$ cat config.mk
export PLATFORM = sky130hd
export DESIGN_NAME = ds18b20_seq
export DESIGN_NICKNAME = d
export VERILOG_FILES = /design/src/rtl/ds18b20_seq.sv
export SDC_FILE = /design/constraint.sdc
export NUM_CORES = 1
export LEC_CHECK = 0
export CORE_MARGIN = 2
export CORE_UTILIZATION = 55
export DETAILED_ROUTE_END_ITERATION = 8
export PLACE_DENSITY = 0.81
export SKIP_LAST_GASP = 1
export SLEW_MARGIN = 10
export SYNTH_ARGS = -nofsm -noshare
export SYNTH_HDL_FRONTEND = slang
export SYNTH_SLANG_ARGS = --single-unit
$ cat constraint.sdc
create_clock -name clk -period 2.7 [get_ports clk]
set_clock_uncertainty 0.2 [all_clocks]
set_input_delay 0.405 -clock clk [delete_from_list [all_inputs] [get_ports clk]]
set_output_delay 0.405 -clock clk [all_outputs]
set_load 0.03 [all_outputs]
$ cat src/rtl/ds18b20_seq.sv
// DS18B20 temperature-read sequencer driving an 8-bit 1-Wire byte engine.
// Optional macro DS_CRC_CHECK_EN: read all 9 scratchpad bytes and check Dallas CRC-8.
module ds18b20_seq #(
  parameter int unsigned CONV_CYCLES = 750000,
  parameter logic [7:0]  CMD_SKIP    = 8'hCC,
  parameter logic [7:0]  CMD_CONV    = 8'h44,
  parameter logic [7:0]  CMD_READ    = 8'hBE
) (
  input  logic        clk,
  input  logic        SRst,
  input  logic        Start,
  output logic        Busy,
  output logic        Done,
  output logic        NoPresence,
  output logic [15:0] TempData,
  output logic        CrcErr,
  output logic        OwRstN,
  output logic        OwWriteData,
  output logic        OwReadData,
  output logic [7:0]  OwInData,
  input  logic        OwBusy,
  input  logic        OwPresence,
  input  logic [7:0]  OwOutData
);

`ifdef DS_CRC_CHECK_EN
  localparam int unsigned NBYTES = 9;
`else
  localparam int unsigned NBYTES = 2;
`endif
  localparam logic [3:0]  LAST_BYTE = 4'(NBYTES - 1);
  localparam logic [19:0] CONV_LAST = 20'(CONV_CYCLES - 1);

  typedef enum logic [3:0] {
    S_IDLE, S_RST1, S_SKIP1, S_CONV, S_WAIT_CONV,
    S_RST2, S_SKIP2, S_RDCMD, S_RDBYTE, S_FINISH
  } state_t;

  typedef enum logic [1:0] {PH_ISSUE, PH_ACK, PH_DONE} phase_t;

  state_t      r_state;
  phase_t      r_ph;
  logic [19:0] r_cnt;
  logic [3:0]  r_idx;
  logic        r_rd_ok;
  logic        r_busy;
  logic        r_done;
  logic        r_nopres;
  logic [15:0] r_temp;
  logic        r_owrstn;
  logic        r_owwr;
  logic        r_owrd;
  logic [7:0]  r_indata;
  logic [7:0]  r_b0;
  logic [7:0]  r_b1;

  logic        w_is_rst;
  logic        w_is_rd;
  logic [7:0]  w_wr_byte;
  logic        w_op_done;
  logic        w_byte_done;
  logic        w_crc_bad;

`ifdef DS_CRC_CHECK_EN
  logic [7:0]  r_crc;
  logic        r_crcerr;

  // Dallas CRC-8, reflected polynomial 0x8C, data shifted in LSB first
  function automatic logic [7:0] crc8_byte(input logic [7:0] crc, input logic [7:0] d);
    logic [7:0] c;
    c = crc;
    for (int i = 0; i < 8; i++) begin
      if (c[0] ^ d[i]) c = (c >> 1) ^ 8'h8C;
      else             c = c >> 1;
    end
    return c;
  endfunction

  assign w_crc_bad = (r_crc != 8'h00);
  assign CrcErr    = r_crcerr;
`else
  assign w_crc_bad = 1'b0;
  assign CrcErr    = 1'b0;
`endif

  assign Busy        = r_busy;
  assign Done        = r_done;
  assign NoPresence  = r_nopres;
  assign TempData    = r_temp;
  assign OwRstN      = r_owrstn;
  assign OwWriteData = r_owwr;
  assign OwReadData  = r_owrd;
  assign OwInData    = r_indata;

  always_comb begin
    w_is_rst  = 1'b0;
    w_is_rd   = 1'b0;
    w_wr_byte = 8'h00;
    case (r_state)
      S_RST1, S_RST2:   w_is_rst  = 1'b1;
      S_SKIP1, S_SKIP2: w_wr_byte = CMD_SKIP;
      S_CONV:           w_wr_byte = CMD_CONV;
      S_RDCMD:          w_wr_byte = CMD_READ;
      S_RDBYTE:         w_is_rd   = 1'b1;
      default:          ;
    endcase
  end

  assign w_op_done   = (r_ph == PH_DONE) && !OwBusy;
  assign w_byte_done = (r_state == S_RDBYTE) && w_op_done;

  always_ff @(posedge clk) begin
    if (SRst) begin
      r_state  <= S_IDLE;
      r_ph     <= PH_ISSUE;
      r_cnt    <= 20'd0;
      r_idx    <= 4'd0;
      r_rd_ok  <= 1'b0;
      r_busy   <= 1'b0;
      r_done   <= 1'b0;
      r_nopres <= 1'b0;
      r_temp   <= 16'h0000;
      r_owrstn <= 1'b1;
      r_owwr   <= 1'b0;
      r_owrd   <= 1'b0;
      r_indata <= 8'h00;
`ifdef DS_CRC_CHECK_EN
      r_crcerr <= 1'b0;
`endif
    end else begin
      r_owrstn <= 1'b1;
      r_owwr   <= 1'b0;
      r_owrd   <= 1'b0;
      r_done   <= 1'b0;
      case (r_state)
        S_IDLE: begin
          if (Start && !r_busy) begin
            r_state  <= S_RST1;
            r_ph     <= PH_ISSUE;
            r_busy   <= 1'b1;
            r_nopres <= 1'b0;
            r_rd_ok  <= 1'b0;
`ifdef DS_CRC_CHECK_EN
            r_crcerr <= 1'b0;
`endif
          end
        end
        S_WAIT_CONV: begin
          if (r_cnt == CONV_LAST) begin
            r_cnt   <= 20'd0;
            r_state <= S_RST2;
            r_ph    <= PH_ISSUE;
          end else begin
            r_cnt <= r_cnt + 20'd1;
          end
        end
        S_FINISH: begin
          if (r_rd_ok && !w_crc_bad) r_temp <= {r_b1, r_b0};
`ifdef DS_CRC_CHECK_EN
          if (r_rd_ok && w_crc_bad) r_crcerr <= 1'b1;
`endif
          r_done  <= 1'b1;
          r_busy  <= 1'b0;
          r_state <= S_IDLE;
        end
        default: begin
          // Engine operation: ISSUE waits for an idle engine, ACK for busy rise, DONE for busy fall
          case (r_ph)
            PH_ISSUE: begin
              if (!OwBusy) begin
                if (w_is_rst) begin
                  r_owrstn <= 1'b0;
                end else if (w_is_rd) begin
                  r_owrd <= 1'b1;
                end else begin
                  r_owwr   <= 1'b1;
                  r_indata <= w_wr_byte;
                end
                r_ph <= PH_ACK;
              end
            end
            PH_ACK: begin
              if (OwBusy) r_ph <= PH_DONE;
            end
            PH_DONE: begin
              if (!OwBusy) begin
                r_ph <= PH_ISSUE;
                case (r_state)
                  S_RST1, S_RST2: begin
                    if (!OwPresence) begin
                      r_nopres <= 1'b1;
                      r_state  <= S_FINISH;
                    end else begin
                      r_state <= (r_state == S_RST1) ? S_SKIP1 : S_SKIP2;
                    end
                  end
                  S_SKIP1: r_state <= S_CONV;
                  S_CONV: begin
                    r_cnt   <= 20'd0;
                    r_state <= S_WAIT_CONV;
                  end
                  S_SKIP2: r_state <= S_RDCMD;
                  S_RDCMD: begin
                    r_idx   <= 4'd0;
                    r_state <= S_RDBYTE;
                  end
                  S_RDBYTE: begin
                    if (r_idx == LAST_BYTE) begin
                      r_rd_ok <= 1'b1;
                      r_state <= S_FINISH;
                    end else begin
                      r_idx <= r_idx + 4'd1;
                    end
                  end
                  default: r_state <= S_IDLE;
                endcase
              end
            end
            default: r_ph <= PH_ISSUE;
          endcase
        end
      endcase
    end
  end

  // Scratchpad capture path (data only, no reset)
  always_ff @(posedge clk) begin
    if (w_byte_done) begin
      if (r_idx == 4'd0) r_b0 <= OwOutData;
      if (r_idx == 4'd1) r_b1 <= OwOutData;
    end
`ifdef DS_CRC_CHECK_EN
    if ((r_state == S_RDCMD) && w_op_done) r_crc <= 8'h00;
    else if (w_byte_done)                  r_crc <= crc8_byte(r_crc, OwOutData);
`endif
  end

endmodule

==> run_results.csv <==
group,metric,value,unit
route,vias_per_cell,5.640,
timing,setup_viol,0,
run_status,status,"finished, final reports clean",
worst_hold_path,holdCritStartpoint,"TempData[14]$_SDFFE_PP0P_",
placed_design,portBuffers,41,
logic_synthesis,yosys_most_used_dff,"dfxtp_1",
floorplanning,row_count,28,
global_routing,grt_pass1_vias,2542,
setup_path,startpoint,"r_idx[1]$_SDFFE_PP0P_",
logic_synthesis,synth_seq_cells,73,
logic_synthesis,synth_edf_count,16,
timing,worst_pin_slew,0.5917,ns
floorplanning,die_area,6659,µm²
logic_synthesis,syn_area,3312,µm²
setup_path,cp_max_fo,4,
clock_network,hold_buffers,0,
route,ant_nets,0,
timing,max_freq,407.8,MHz
route,vias,2662,
floorplanning,die_height,81.60,µm
clock_network,clock_latency,0.34,ns
timing,slew_violations,0,
timing,rsz0062_at_grt,"no",
clock_network,clock_path_buffers,2,
flow_run,cap_viol_max_count,0,
pwr,p_per_area,637.0,nW/µm²
global_routing,overflow,0,
floorplanning,core_region_area,5886,µm²
logic_synthesis,synth.distinct_cells,61,
setup_path,worstPathRequired,2.74,ns
timing,hold_ws,0.2555,ns
placed_design,place.gp.congestion,0.8742,
finish,nFillCells,464,
floorplanning,die_w,81.60,µm
placed_design,dpl.hpwl,4.690,mm
logic_synthesis,yosysSeqAreaShare,48.96,%
logic_synthesis,syn_inst,348,
pwr,leakagePower,1.280,nW
global_routing,grt_max_degree,39,
finish,drive_gt1_share,11.08,%
setup_path,end_kind,"flop",
clock_network,clkTransAtPathRegs,0.07,ns
finish,syn_to_final_growth,19.64,%
route,dr.pass1.iters,5,
clock_network,cts_tree,"done",
timing,tns,0,ns
floorplanning,ios,44,
setup_path,critPathKind,"flop to flop",
route,drc_errors,0,
clock_network,cts_resized,0,
floorplanning,start_util,56.27,%
global_routing,grt_pass1_wl,11.33,mm
global_routing,antenna_found_initial,0,
clock_network,cts_buffers,9,
finish,layout.nets,409,
timing,period_share,90.82,%
timing,period_needed,2.452,ns
setup_path,r2r_start,"r_idx[1]$_SDFFE_PP0P_",
clock_network,cts_sinks,73,
timing,slew_headroom,60.50,%
worst_hold_path,min_path_type,"flop to flop",
pwr,max-vdd-ir-drop,402.3,µV
finish,fin_util,67.33,%
setup_path,start_kind,"flop",
timing,finalHoldViolCount,0,
route,drtIter0Drc,159,
placed_design,dp_worst_setup_slack,0.2517,ns
logic_synthesis,syn_area_per_cell,9.517,µm²
global_routing,grt_use_total,22.16,%
route,post_drt_wl_per_cell,14.50,µm
finish,antenna_cells,0,
clock_network,htree_levels,3,
setup_path,worstPathArrival,2.49,ns
route,wl,6.842,mm
clock_network,cts_root_buf,"clkbuf_8",
logic_synthesis,async_flop_share,0,%
timing,fin_ws,0.2479,ns
clock_network,post_cts_buffers,0,
logic_synthesis,yosys_warnings,0,
report_power, final:
part | internal (W) | switching, W | total [W]
clock | 0.000517 | 0.000383 | 0.000900
sequential | 0.00114 | 0.0000667 | 0.00121
combinational | 0.000186 | 0.000226 | 0.000412
sequential cells by signal (all words and copies together) (netlist names), 2 cells and up:
name and count:
r_ph 2, TempData 16, r_b0 8, r_cnt 20, r_state 4, r_idx 4, r_b1 8, OwInData 4
Yosys cell counts, drive strengths merged (4+ instances only):
master,n,area [µm²]
and2,8,52.55
nor3,6,30.03
nor4,6,58.80
inv,7,26.28
clkbuf,12,85.08
ha,4,50.05
nor4b,6,80.08
nand2,56,210.2
o311ai,4,35.03
edfxtp,16,480.5
a21oi,32,160.2
nor2,21,78.83
buf,9,66.31
nand2b,5,31.28
nand4,6,37.54
or3,9,62.56
o21ai,15,75.07
nand3,13,70.07
mux2i,5,50.05
dfxtp,57,1141
xnor2,5,43.79
cell families (layout without fill, tap and decap cells):
logic type / Yosys count / count (layout) / share of synthesized area, %
multiplexers: 7 / 7 / 2.304
AO/OA/AOI/OAI: 70 / 70 / 13.03
AND/OR/NAND/NOR: 157 / 157 / 26.60
buffers and inverters: 28 / 76 / 5.365
other: 1 / 2 / 0.1132
adder cells (fa/ha/maj): 4 / 4 / 1.511
XOR/XNOR: 8 / 8 / 2.116
flip-flops: 73 / 73 / 48.96
placed cells by master (no fill, tap or decap), types with 6 or more instances in the layout:
cell type        instances
and2_1                   6
clkbuf_8                 9
nor2_1                  21
nand4_1                  6
dfxtp_1                 57
inv_1                    7
o21ai_0                 14
a21oi_1                 32
edfxtp_1                16
buf_4                   12
nand2_1                 56
nor3_1                   6
clkdlybuf4s50_1         41
or3_1                    7
nand3_1                 12
per-stage QoR:
stage,instances,total power [W],cell area [µm²]
after global placement,456,0.001630,3759
after detailed placement,456,0.001639,3759
after floorplan,349,0.001536,3316
final,472,0.002524,3963
after global routing,472,0.002634,3963
after CTS,472,0.002536,3963
worst max-delay path, stage by stage, from the launching register on:
cell	delay, ns
dfxtp_1	0.34
inv_1	0.10
ha_1	0.14
or3b_2	0.45
and2_2	0.21
o21bai_1	0.18
or3_4	0.42
mux2_4	0.30
final cells by class:
type | instances | area (µm²) | area share [%]
inverter | 7 | 26.28 | 0.6631
multi-input combinational | 248 | 1516 | 38.27
tap | 75 | 93.84 | 2.368
clock inverter | 4 | 68.82 | 1.737
clock buffer | 12 | 135.1 | 3.410
sequential | 73 | 1622 | 40.92
timing repair buffer | 53 | 500.5 | 12.63
final timing paths:
kind                                    end  cells past startpoint  slack [ns]
hold / removal    TempData[14]$_SDFFE_PP0P_                      2        0.26
hold reg to reg   TempData[14]$_SDFFE_PP0P_                      2        0.26
setup reg to reg    r_state[3]$_SDFFE_PP0P_                      7        0.25
setup / recovery    r_state[3]$_SDFFE_PP0P_                      7        0.25
metal layers:
metal / GRT usage, % / share of wire [%]
met1: 27.66 / 45
met2: 36.64 / 48
met3: 5.495 / 5.0
met4: 9.333 / 1.7
met5: 0 / 0
No activity file was read; power rests on OpenSTA's default activity.
